===== config.mk =====
export PLATFORM = sky130hd
export DESIGN_NAME = counter_mod
export DESIGN_NICKNAME = d
export VERILOG_FILES = /design/src/rtl/counter_mod.sv
export SDC_FILE = /design/constraint.sdc
export NUM_CORES = 1
export LEC_CHECK = 0
export ABC_AREA = 1
export CORE_AREA = 2 2 39 41
export CTS_CLUSTER_DIAMETER = 200
export DETAILED_ROUTE_END_ITERATION = 10
export DIE_AREA = 0 0 41 43
export GPL_TIMING_DRIVEN = 0
export MAX_ROUTING_LAYER = met4
export PLACE_DENSITY = 0.69
export SLEW_MARGIN = 20
export SYNTH_ARGS = -nofsm -noshare
export SYNTH_HDL_FRONTEND = slang
export SYNTH_SLANG_ARGS = --single-unit

===== constraint.sdc =====
create_clock -name clk -period 1.4 [get_ports clk]
set_input_delay 0.21 -clock clk [delete_from_list [all_inputs] [get_ports clk]]
set_output_delay 0.21 -clock clk [all_outputs]
set_load 0.005 [all_outputs]

===== src/rtl/counter_mod.sv =====
// Parametrised up/down modulo counter with clear, load, wrap/saturate modes, wrap pulse and
// sticky overflow. Optional en-cycle prescaler enabled by defining COUNTER_PRESCALE_EN.
module counter_mod #(
    parameter int unsigned     WIDTH    = 4,
    parameter longint unsigned MODULO   = 16,
    parameter int unsigned     SATURATE = 0,
    parameter int unsigned     PRESCALE = 12
) (
    input  logic             clk,
    input  logic             reset_n,
    input  logic             en,
    input  logic             up_dn,
    input  logic             clr,
    input  logic             load,
    input  logic [WIDTH-1:0] ld_val,
    output logic [WIDTH-1:0] cnt,
    output logic             wrap,
    output logic             ovf
);

    // Terminal count; equals all-ones when MODULO == 2**WIDTH, so wrap is natural overflow.
    localparam logic [WIDTH-1:0] MaxVal = WIDTH'(MODULO - 64'd1);

    logic [WIDTH-1:0] cnt_q, cnt_d;
    logic             wrap_q, wrap_d;
    logic             ovf_q, ovf_d;
    logic [WIDTH-1:0] ld_clamped;
    logic             at_term;
    logic             step;

`ifdef COUNTER_PRESCALE_EN
    localparam int unsigned        PsWidth = (PRESCALE > 1) ? $clog2(PRESCALE) : 1;
    localparam logic [PsWidth-1:0] PsLast  = PsWidth'(PRESCALE - 1);

    logic [PsWidth-1:0] ps_q, ps_d;

    always_comb begin
        ps_d = ps_q;
        if (clr || load) begin
            ps_d = '0;
        end else if (en) begin
            ps_d = (ps_q == PsLast) ? '0 : ps_q + PsWidth'(1);
        end
    end

    always_ff @(posedge clk) begin
        if (!reset_n) begin
            ps_q <= '0;
        end else begin
            ps_q <= ps_d;
        end
    end

    assign step = en && (ps_q == PsLast);
`else
    assign step = en;
`endif

    always_comb begin
        at_term    = up_dn ? (cnt_q == MaxVal) : (cnt_q == '0);
        ld_clamped = (ld_val > MaxVal) ? MaxVal : ld_val;

        cnt_d  = cnt_q;
        wrap_d = 1'b0;
        ovf_d  = ovf_q;

        if (clr) begin
            cnt_d = '0;
            ovf_d = 1'b0;
        end else if (load) begin
            cnt_d = ld_clamped;
        end else if (step) begin
            if (at_term) begin
                // Pulse in both modes; saturate mode simply leaves cnt at the terminal value.
                wrap_d = 1'b1;
                ovf_d  = 1'b1;
                if (SATURATE == 0) begin
                    cnt_d = up_dn ? '0 : MaxVal;
                end
            end else begin
                cnt_d = up_dn ? cnt_q + WIDTH'(1) : cnt_q - WIDTH'(1);
            end
        end
    end

    always_ff @(posedge clk) begin
        if (!reset_n) begin
            cnt_q  <= '0;
            wrap_q <= 1'b0;
            ovf_q  <= 1'b0;
        end else begin
            cnt_q  <= cnt_d;
            wrap_q <= wrap_d;
            ovf_q  <= ovf_d;
        end
    end

    assign cnt  = cnt_q;
    assign wrap = wrap_q;
    assign ovf  = ovf_q;

`ifndef SYNTHESIS
    cnt_in_range_a : assert property (@(posedge clk) disable iff (!reset_n) cnt_q <= MaxVal);
    wrap_sets_ovf_a : assert property (@(posedge clk) disable iff (!reset_n) wrap_q |-> ovf_q);
`endif

endmodule


[Word-level counts from Yosys, hierarchy flattened]
Cells that the tools add are included.
Storage, ports and cells
  register bits: 6
  input port bits: 10
  output and inout port bits: 6
Operators by class
  add/sub/neg operators: 2
  magnitude comparators: 1
  equal/unequal tests: 1
  mux-type cells: 8
  bitwise gates (word level): 3
  reductions and logical operators: 5
Operators by type and width (number)
  two-way mux 4 bit: 6
  adder 4 x 1 -> 4 bit, second input constant: 1
  equality test 4 bit, second input constant: 1
  > comparator 4 bit, second input constant: 1
  zero test 4 bit: 1
  OR reduction 4 bit: 1
  subtractor 4 x 1 -> 4 bit, second input constant: 1
  NOT 1 bit: 3
  AND reduction 3 bit: 1
  two-way mux 1 bit: 2
  nonzero test 2 bit: 1
  OR reduction 2 bit: 1

[Logic depth before layout (Yosys ltp)]
Gate-level depths: netlist of the first run.
  depth in word-level cells: 5
  depth in mapped cells: 10
  mapped depth without buffers: 10

[Worst setup path before layout of the first run]
Ideal clock, no wire load.
  kind: register to register
  start point: register cnt_q[2], in the netlist cnt[2]
  end point: register cnt_q[3], in the netlist cnt[3]
  arrival time: 1.173 ns
  data required time: 1.284 ns
  slack: 0.112 ns
  stages on the path, launching flop included: 9
  buffers on the path: 0
  period minus slack after synthesis: 1.288 ns
  path through: dfxtp_1 ha_1 or2_1 nand2_1 nand2_1 nand3_1 nand2_1 nand2_1 a21oi_2
On the way
  cells in the longest elaborated chain, start to end: 5
Ends and longest elaborated chain
  start: declaration: RTL line 24  | logic [WIDTH-1:0] cnt_q, cnt_d;
  start signal: assignment: RTL line 92  | cnt_q <= cnt_d;
  subtractor 4 x 1 -> 4 bit (tied with other cells): RTL line 81  | cnt_d = up_dn ? cnt_q + WIDTH'(1) : cnt_q - WIDTH'(1);
  two-way mux 4 bit / two-way mux 1 bit (equally long branches): RTL line 81, 60
  two-way mux 4 bit (*): RTL line 73  | if (at_term) begin
  two-way mux 4 bit (*): RTL line 72  | end else if (step) begin
  two-way mux 4 bit (*): RTL line 70  | end else if (load) begin
Every way passes the cells marked *; elsewhere a longest branch is shown, timed or not. The select of a mux whose other input is x is not followed.
A chain may end at the register's enable or synchronous reset.

[Final worst setup path of the first run]
  start point: register cnt_q[2], in the netlist cnt[2]
  end point: output cnt[2]
RTL lines
  end: declaration: RTL line 16  | output logic [WIDTH-1:0] cnt,
No word-level cell between the ends.

==> results of run 1 <==
==> layout make-up <==
type                            instances  area [um2]
Sequential cell                         6       127.6
Timing Repair Buffer                   16       156.4
Fill cell                             157       758.2
Tap cell                               16       20.02
Multi-Input combinational cell         48       265.3
Clock buffer                            3       22.52
Inverter                                9       33.78
==> how the worst max path moves through the flow <==
stage                start     end  depth (start not counted)
floorplan           cnt[2]  cnt[3]                          8
CTS                 cnt[0]  cnt[0]                          1
detailed placement   up_dn  cnt[3]                         10
finish              cnt[2]  cnt[2]                          1
global placement     up_dn  cnt[3]                         10
global route        cnt[2]  cnt[2]                          1
==> where the power goes <==
| group | leakage, nW | switching (W) | internal [W] |
|---|---|---|---|
| sequential | 0.0509 | 0.0000101 | 0.000179 |
| combinational | 0.236 | 0.0000547 | 0.0000662 |
| clock | 0.0138 | 0.0000559 | 0.0000965 |
| total | 0.300 | 0.000121 | 0.000341 |
==> through the flow <==
step | setup WS, ps | hold WS (ps) | cell area [um2]
2_1_floorplan | 111.5 | 375.6 | 404.1
3_3_place_gp | -404.8 | 463.0 | 574.3
3_5_place_dp | -434.3 | 466.6 | 574.3
4_1_cts | 41.46 | 490.7 | 623.1
5_1_grt | 6.043 | 528.2 | 625.6
6_report | 58.47 | 480.7 | 625.6
==> registers in the layout, indices dropped and copies added (netlist names) <==
register	cells
cnt	4
wrap	1
ovf	1
==> synthesized netlist by cell type, drive strengths merged <==
cell type  count  area (um2)
nand3          4       20.02
nor2           9       33.78
o21ai          1       5.000
ha             2       25.02
xor2           1       8.760
inv            9       33.78
and3           1       6.260
a21oi          4       23.77
nand2         21       78.83
a22oi          3       22.52
fa             1       20.02
dfxtp          6       120.1
or2            1       6.260
==> metal layers <==
metal  routed length (um)  GRT usage [%]
met5                    0              -
met4                    4          10.00
met3                   55          1.571
met2                  438          17.19
met1                  414          13.87
==> timing repair <==
item                       CTS  global route
pin swaps                    1             0
resized for setup            7             1
setup buffers                1             0
setup endpoints to repair    6             1
==> cells by family (layout without fill, tap and decap cells) <==
family / Yosys count / count (layout)
xor+xnor: 1 / 1
simple gates: 36 / 36
fa+ha+maj: 3 / 3
buf+inv: 9 / 28
compound gates: 8 / 8
flops: 6 / 6
==> results.sh, run 1 <==
export IMPL_outcome="complete, no violations"
export IMPL_synth_top_family_by_area="simple AND/OR/NAND/NOR gates"
export IMPL_cts_inserted_buffers=3
export IMPL_pin_count=16
export IMPL_r2r_start="cnt[2]"
export IMPL_synth_adder_area_share_pct=11.15
export IMPL_grt_use_total_pct=11.95
export IMPL_synthCells=63
export IMPL_ys_warn_count=0
export IMPL_rsz0062_at_grt="no"
export IMPL_synth_nets=76
export IMPL_ys_seq_area_share_pct=29.72
export IMPL_tightestPinTransition_ps=298.4
export IMPL_min_period_over_period_pct=95.82
export IMPL_hold_start="ovf"
export IMPL_die_w_um=41
export IMPL_hold_path_class="reg -> reg"
export IMPL_hold_depth=2
export IMPL_numPortBuffers=15
export IMPL_synth_area_mux_share_pct=0
export IMPL_grt_max_degree=8
export IMPL_finalClockSkew_ps=5.339
export IMPL_synth_compound_area_share_pct=12.69
export IMPL_ant_nets=0
export IMPL_initial_utilization_pct=29.20
export IMPL_path_clk_slew_ps=40
export IMPL_cts_num_sinks=6
export IMPL_synth_area_um2=404.1
export IMPL_start_kind="flip-flop"
export IMPL_synth_simple_area_share_pct=35.91
export IMPL_criticalPathCategory="reg -> out"
export IMPL_synthToLayoutAreaGrowth_pct=54.80
export IMPL_max_vdd_ir_drop_uv=422.7
export IMPL_ys_ff_latch=6
export IMPL_layout_cells_non_filler=98
export IMPL_hold_buffers=0
export IMPL_place_congestion=0.7590
export IMPL_fmax_ghz=0.7454
export IMPL_fin_nets=97
export IMPL_h_tree_depth=1
export IMPL_path_buf_inv=1
export IMPL_crit_chain="clkdlybuf4s50_1"
export IMPL_crit_arrival_ps=1130
export IMPL_antenna_found_initial=0
export IMPL_first_pass_iters=3
export IMPL_grt_pass1_vias=362
export IMPL_crit_slowest_cell="clkdlybuf4s50_1"
export IMPL_cp_required_ps=1190
export IMPL_cp_end_kind="output port"
export IMPL_vias=442
export IMPL_synth_xor_area_share_pct=2.167
export IMPL_overflow=0
export IMPL_cts_tree="yes"
export IMPL_path_max_fanout=5
export IMPL_finalHoldViolations=0
export IMPL_wl_per_cell_um=9.306
export IMPL_cpLargestDelayFamily="buffers and inverters"
export IMPL_syn_area_per_cell_um2=6.415
export IMPL_clk_path_buf_depth=2
export IMPL_layout_commonest_cell="nand2_1"
export IMPL_clkLatencyLatePin_ps=240
export IMPL_maxCapViolCount=0
export IMPL_place_hpwl_um=727.3
export IMPL_synth_cell_type_count=15
export IMPL_drt_wl_total_um=912
export IMPL_drt_iter0_markers=1
export IMPL_total_power_w=0.0004619
export IMPL_fp_coreArea_um2=1384
export IMPL_slew_violations=0
export IMPL_drc=0
export IMPL_min_delay_worst_endpoint="ovf"
export IMPL_setup_viol=0
export IMPL_layout_min_cycle_time_ps=1342
export IMPL_grt_pass1_wl_um=1359
export IMPL_ctsRootBufferMaster="clkbuf_4"
export IMPL_worst_r2r_setup_slack_ps=110
export IMPL_worstReg2RegEnd="cnt[3]"
export IMPL_post_route_util_pct=45.21
export IMPL_timing_slew_headroom_pct=80.03
export IMPL_diodes=0
export IMPL_finalSetupTns_ps=0
export IMPL_p_leak_nw=0.3004
export IMPL_drive_gt1_share_pct=14.63
export IMPL_die_area_um2=1763
export IMPL_die_h_um=43
export IMPL_crit_path_max_incr_delay_ps=510
export IMPL_r2r_cells=8
export IMPL_p_per_area_nw_per_um2=738.4
export IMPL_vias_per_cell=4.510
export IMPL_final_cell_mix="nand2_1 (21), clkdlybuf4s50_1 (14), nor2_1 (9)"
export IMPL_num_rows=14
export IMPL_dp_cells=94
Note: power is estimated with default switching activity, not from simulation.
==> inputs of run 2 (changes only) <==
--- a/config.mk
+++ b/config.mk
@@ -8,6 +8,7 @@
 export ABC_AREA = 1
 export CORE_AREA = 2 2 39 41
 export CTS_CLUSTER_DIAMETER = 200
+export CTS_CLUSTER_SIZE = 16
 export DETAILED_ROUTE_END_ITERATION = 10
 export DIE_AREA = 0 0 41 43
 export GPL_TIMING_DRIVEN = 0
==> results of run 2 <==
Same layout as run 1: the final DEF is identical, and so are final timing and power.
==> inputs of run 3 (changes only) <==
--- a/config.mk
+++ b/config.mk
@@ -7,6 +7,7 @@
 export LEC_CHECK = 0
 export ABC_AREA = 1
 export CORE_AREA = 2 2 39 41
+export CTS_BUF_LIST = sky130_fd_sc_hd__clkbuf_8
 export CTS_CLUSTER_DIAMETER = 200
 export CTS_CLUSTER_SIZE = 16
 export DETAILED_ROUTE_END_ITERATION = 10
==> run 3 against run 2 <==
  * Final cell count stayed put
  * Clock power up 65%
  * Design area is 2.6% higher
  * Critical path type unchanged
  * Critical endpoint is now cnt[0]
==> results.sh, run 3 (synthesis results as in run 1) <==
export IMPL_p_per_area_nw_per_um2=876.6
export IMPL_slew_violations=0
export IMPL_grt_pass1_wl_um=1393
export IMPL_drt_iter0_markers=1
export IMPL_grt_max_degree=8
export IMPL_cpLargestDelayFamily="buffers and inverters"
export IMPL_nFillCells=152
export IMPL_clk_path_buf_depth=2
export IMPL_crit_chain="clkdlybuf4s50_1"
export IMPL_die_w_um=41
export IMPL_die_area_um2=1763
export IMPL_max_vdd_ir_drop_uv=448.0
export IMPL_p_leak_nw=0.3078
export IMPL_outcome="complete, no violations"
export IMPL_finalHoldViolations=0
export IMPL_crit_path_start="cnt[0]"
export IMPL_vias=448
export IMPL_clkLatencyLatePin_ps=220
export IMPL_tightestPinTransition_ps=298.7
export IMPL_use_met3_pct=3.141
export IMPL_overflow=0
export IMPL_ctsRootBufferMaster="clkbuf_8"
export IMPL_grt_use_total_pct=12.46
export IMPL_worstReg2RegEnd="cnt[3]"
export IMPL_finalClockSkew_ps=1.423
export IMPL_num_rows=14
export IMPL_seqPwrFrac_pct=33.8
export IMPL_setup_viol=0
export IMPL_dp_slack_ps=-434.3
export IMPL_drt_wl_total_um=927
export IMPL_crit_slowest_cell="clkdlybuf4s50_1"
export IMPL_switching_share_pct=23.49
export IMPL_synthToLayoutAreaGrowth_pct=58.82
export IMPL_power_switching_w=0.0001322
export IMPL_layout_min_cycle_time_ps=1330
export IMPL_worst_r2r_setup_slack_ps=120
export IMPL_path_max_fanout=7
export IMPL_r2r_cells=8
export IMPL_h_tree_depth=1
export IMPL_initial_utilization_pct=29.20
export IMPL_fin_nets=97
export IMPL_path_buf_inv=1
export IMPL_r2r_start="cnt[2]"
export IMPL_grt_pass1_vias=365
export IMPL_met2_usage_pct=17.50
export IMPL_met1_usage_pct=14.19
export IMPL_cts_inserted_buffers=3
export IMPL_cts_num_sinks=6
export IMPL_fmax_ghz=0.7516
export IMPL_numPortBuffers=15
export IMPL_maxCapViolCount=0
export IMPL_cp_end_kind="output port"
export IMPL_die_h_um=43
export IMPL_first_pass_iters=4
export IMPL_crit_path_max_incr_delay_ps=520
export IMPL_drc=0
export IMPL_final_cell_mix="nand2_1 (21), clkdlybuf4s50_1 (14), nor2_1 (9)"
export IMPL_p_clk_share_pct=44.7
export IMPL_ant_nets=0
export IMPL_hold_path_class="reg -> reg"
export IMPL_layout_commonest_cell="nand2_1"
export IMPL_layout_setup_ws_ps=69.50
export IMPL_timing_slew_headroom_pct=80.01
export IMPL_diodes=0
export IMPL_wl_per_cell_um=9.459
export IMPL_start_kind="flip-flop"
export IMPL_cp_depth=1
export IMPL_path_clk_slew_ps=30
export IMPL_combPwrFrac_pct=21.5
export IMPL_crit_arrival_ps=1120
export IMPL_fp_coreArea_um2=1384
export IMPL_cts_tree="yes"
export IMPL_rsz0062_at_grt="no"
export IMPL_p_int_w=0.0004305
export IMPL_cp_required_ps=1190
export IMPL_post_route_util_pct=46.38
export IMPL_endpoint="cnt[0]"
export IMPL_min_period_over_period_pct=95.04
export IMPL_place_hpwl_um=727.3
export IMPL_drive_gt1_share_pct=14.63
export IMPL_busiest_layer="met2"
export IMPL_largest_register_ff_count=4
export IMPL_place_congestion=0.7590
export IMPL_criticalPathCategory="reg -> out"
export IMPL_hold_buffers=0
export IMPL_total_power_w=0.0005627
export IMPL_vias_per_cell=4.571
export IMPL_whs_ps=478.3
export IMPL_antenna_found_initial=0
export IMPL_pin_count=16
==> run 3: cell counts in the layout (fill, tap and decap cells not counted) <==
No cell type changed its count.
==> run 3: how the worst min path moves through the flow <==
stage / startpoint / to / slack (ps) / cells after the start
after global routing: ovf / ovf / 530 / 2
final: ovf / ovf / 480 / 2
after CTS: ovf / ovf / 490 / 2
after detailed placement: ovf / ovf / 470 / 2
after floorplan: clr / cnt[0] / 380 / 3
after global placement: ovf / ovf / 460 / 2
==> run 3: final cells by class <==
class | instances | area (um2) | area share, %
Multi-Input combinational cell | 48 | 265.3 | 41.33
Timing Repair Buffer | 16 | 156.4 | 24.37
Sequential cell | 6 | 125.1 | 19.49
Clock buffer | 3 | 41.29 | 6.433
Inverter | 9 | 33.78 | 5.263
Tap cell | 16 | 20.02 | 3.119
==> run 3: repair_timing <==
item                                    in CTS  in global routing
endpoints found under the setup margin       5                  1
buffers inserted                             1                  0
pin swaps                                    1                  0
gates resized for setup                      6                  1
==> run 3: per-stage QoR <==
| stage | std cells | setup TNS [ps] | cell area, um2 |
|---|---|---|---|
| floorplan | 63 | 0 | 404.1 |
| global placement | 94 | -984.9 | 574.3 |
| detailed placement | 94 | -1066 | 574.3 |
| CTS | 98 | 0 | 640.6 |
| global route | 98 | 0 | 641.9 |
| finish | 98 | 0 | 641.9 |
==> run 3: worst min-delay path, delay by kind of cell, from the launching register on <==
kind / cells / cell delay [ps]
and+or+nand+nor: 1 / 80
DFF: 1 / 320
AOI/OAI and AO/OA: 1 / 40
==> run 3: routing by layer <==
| metal | share of wire, % | vias to the layer above |
|---|---|---|
| li1 | - | 239 |
| met1 | 44 | 194 |
| met5 | 0 | - |
| met4 | 0.43 | 0 |
| met3 | 6.5 | 2 |
| met2 | 49 | 13 |
==> run 3: power by group through the flow <==
stage | registers, W | logic [W] | clock network [W]
after global placement | 0.000191 | 0.000115 | 0
after floorplan | 0.000190 | 0.0000638 | 0
after global routing | 0.000192 | 0.000136 | 0.000274
final | 0.000190 | 0.000121 | 0.000251
after CTS | 0.000190 | 0.000123 | 0.000260
after detailed placement | 0.000191 | 0.000117 | 0
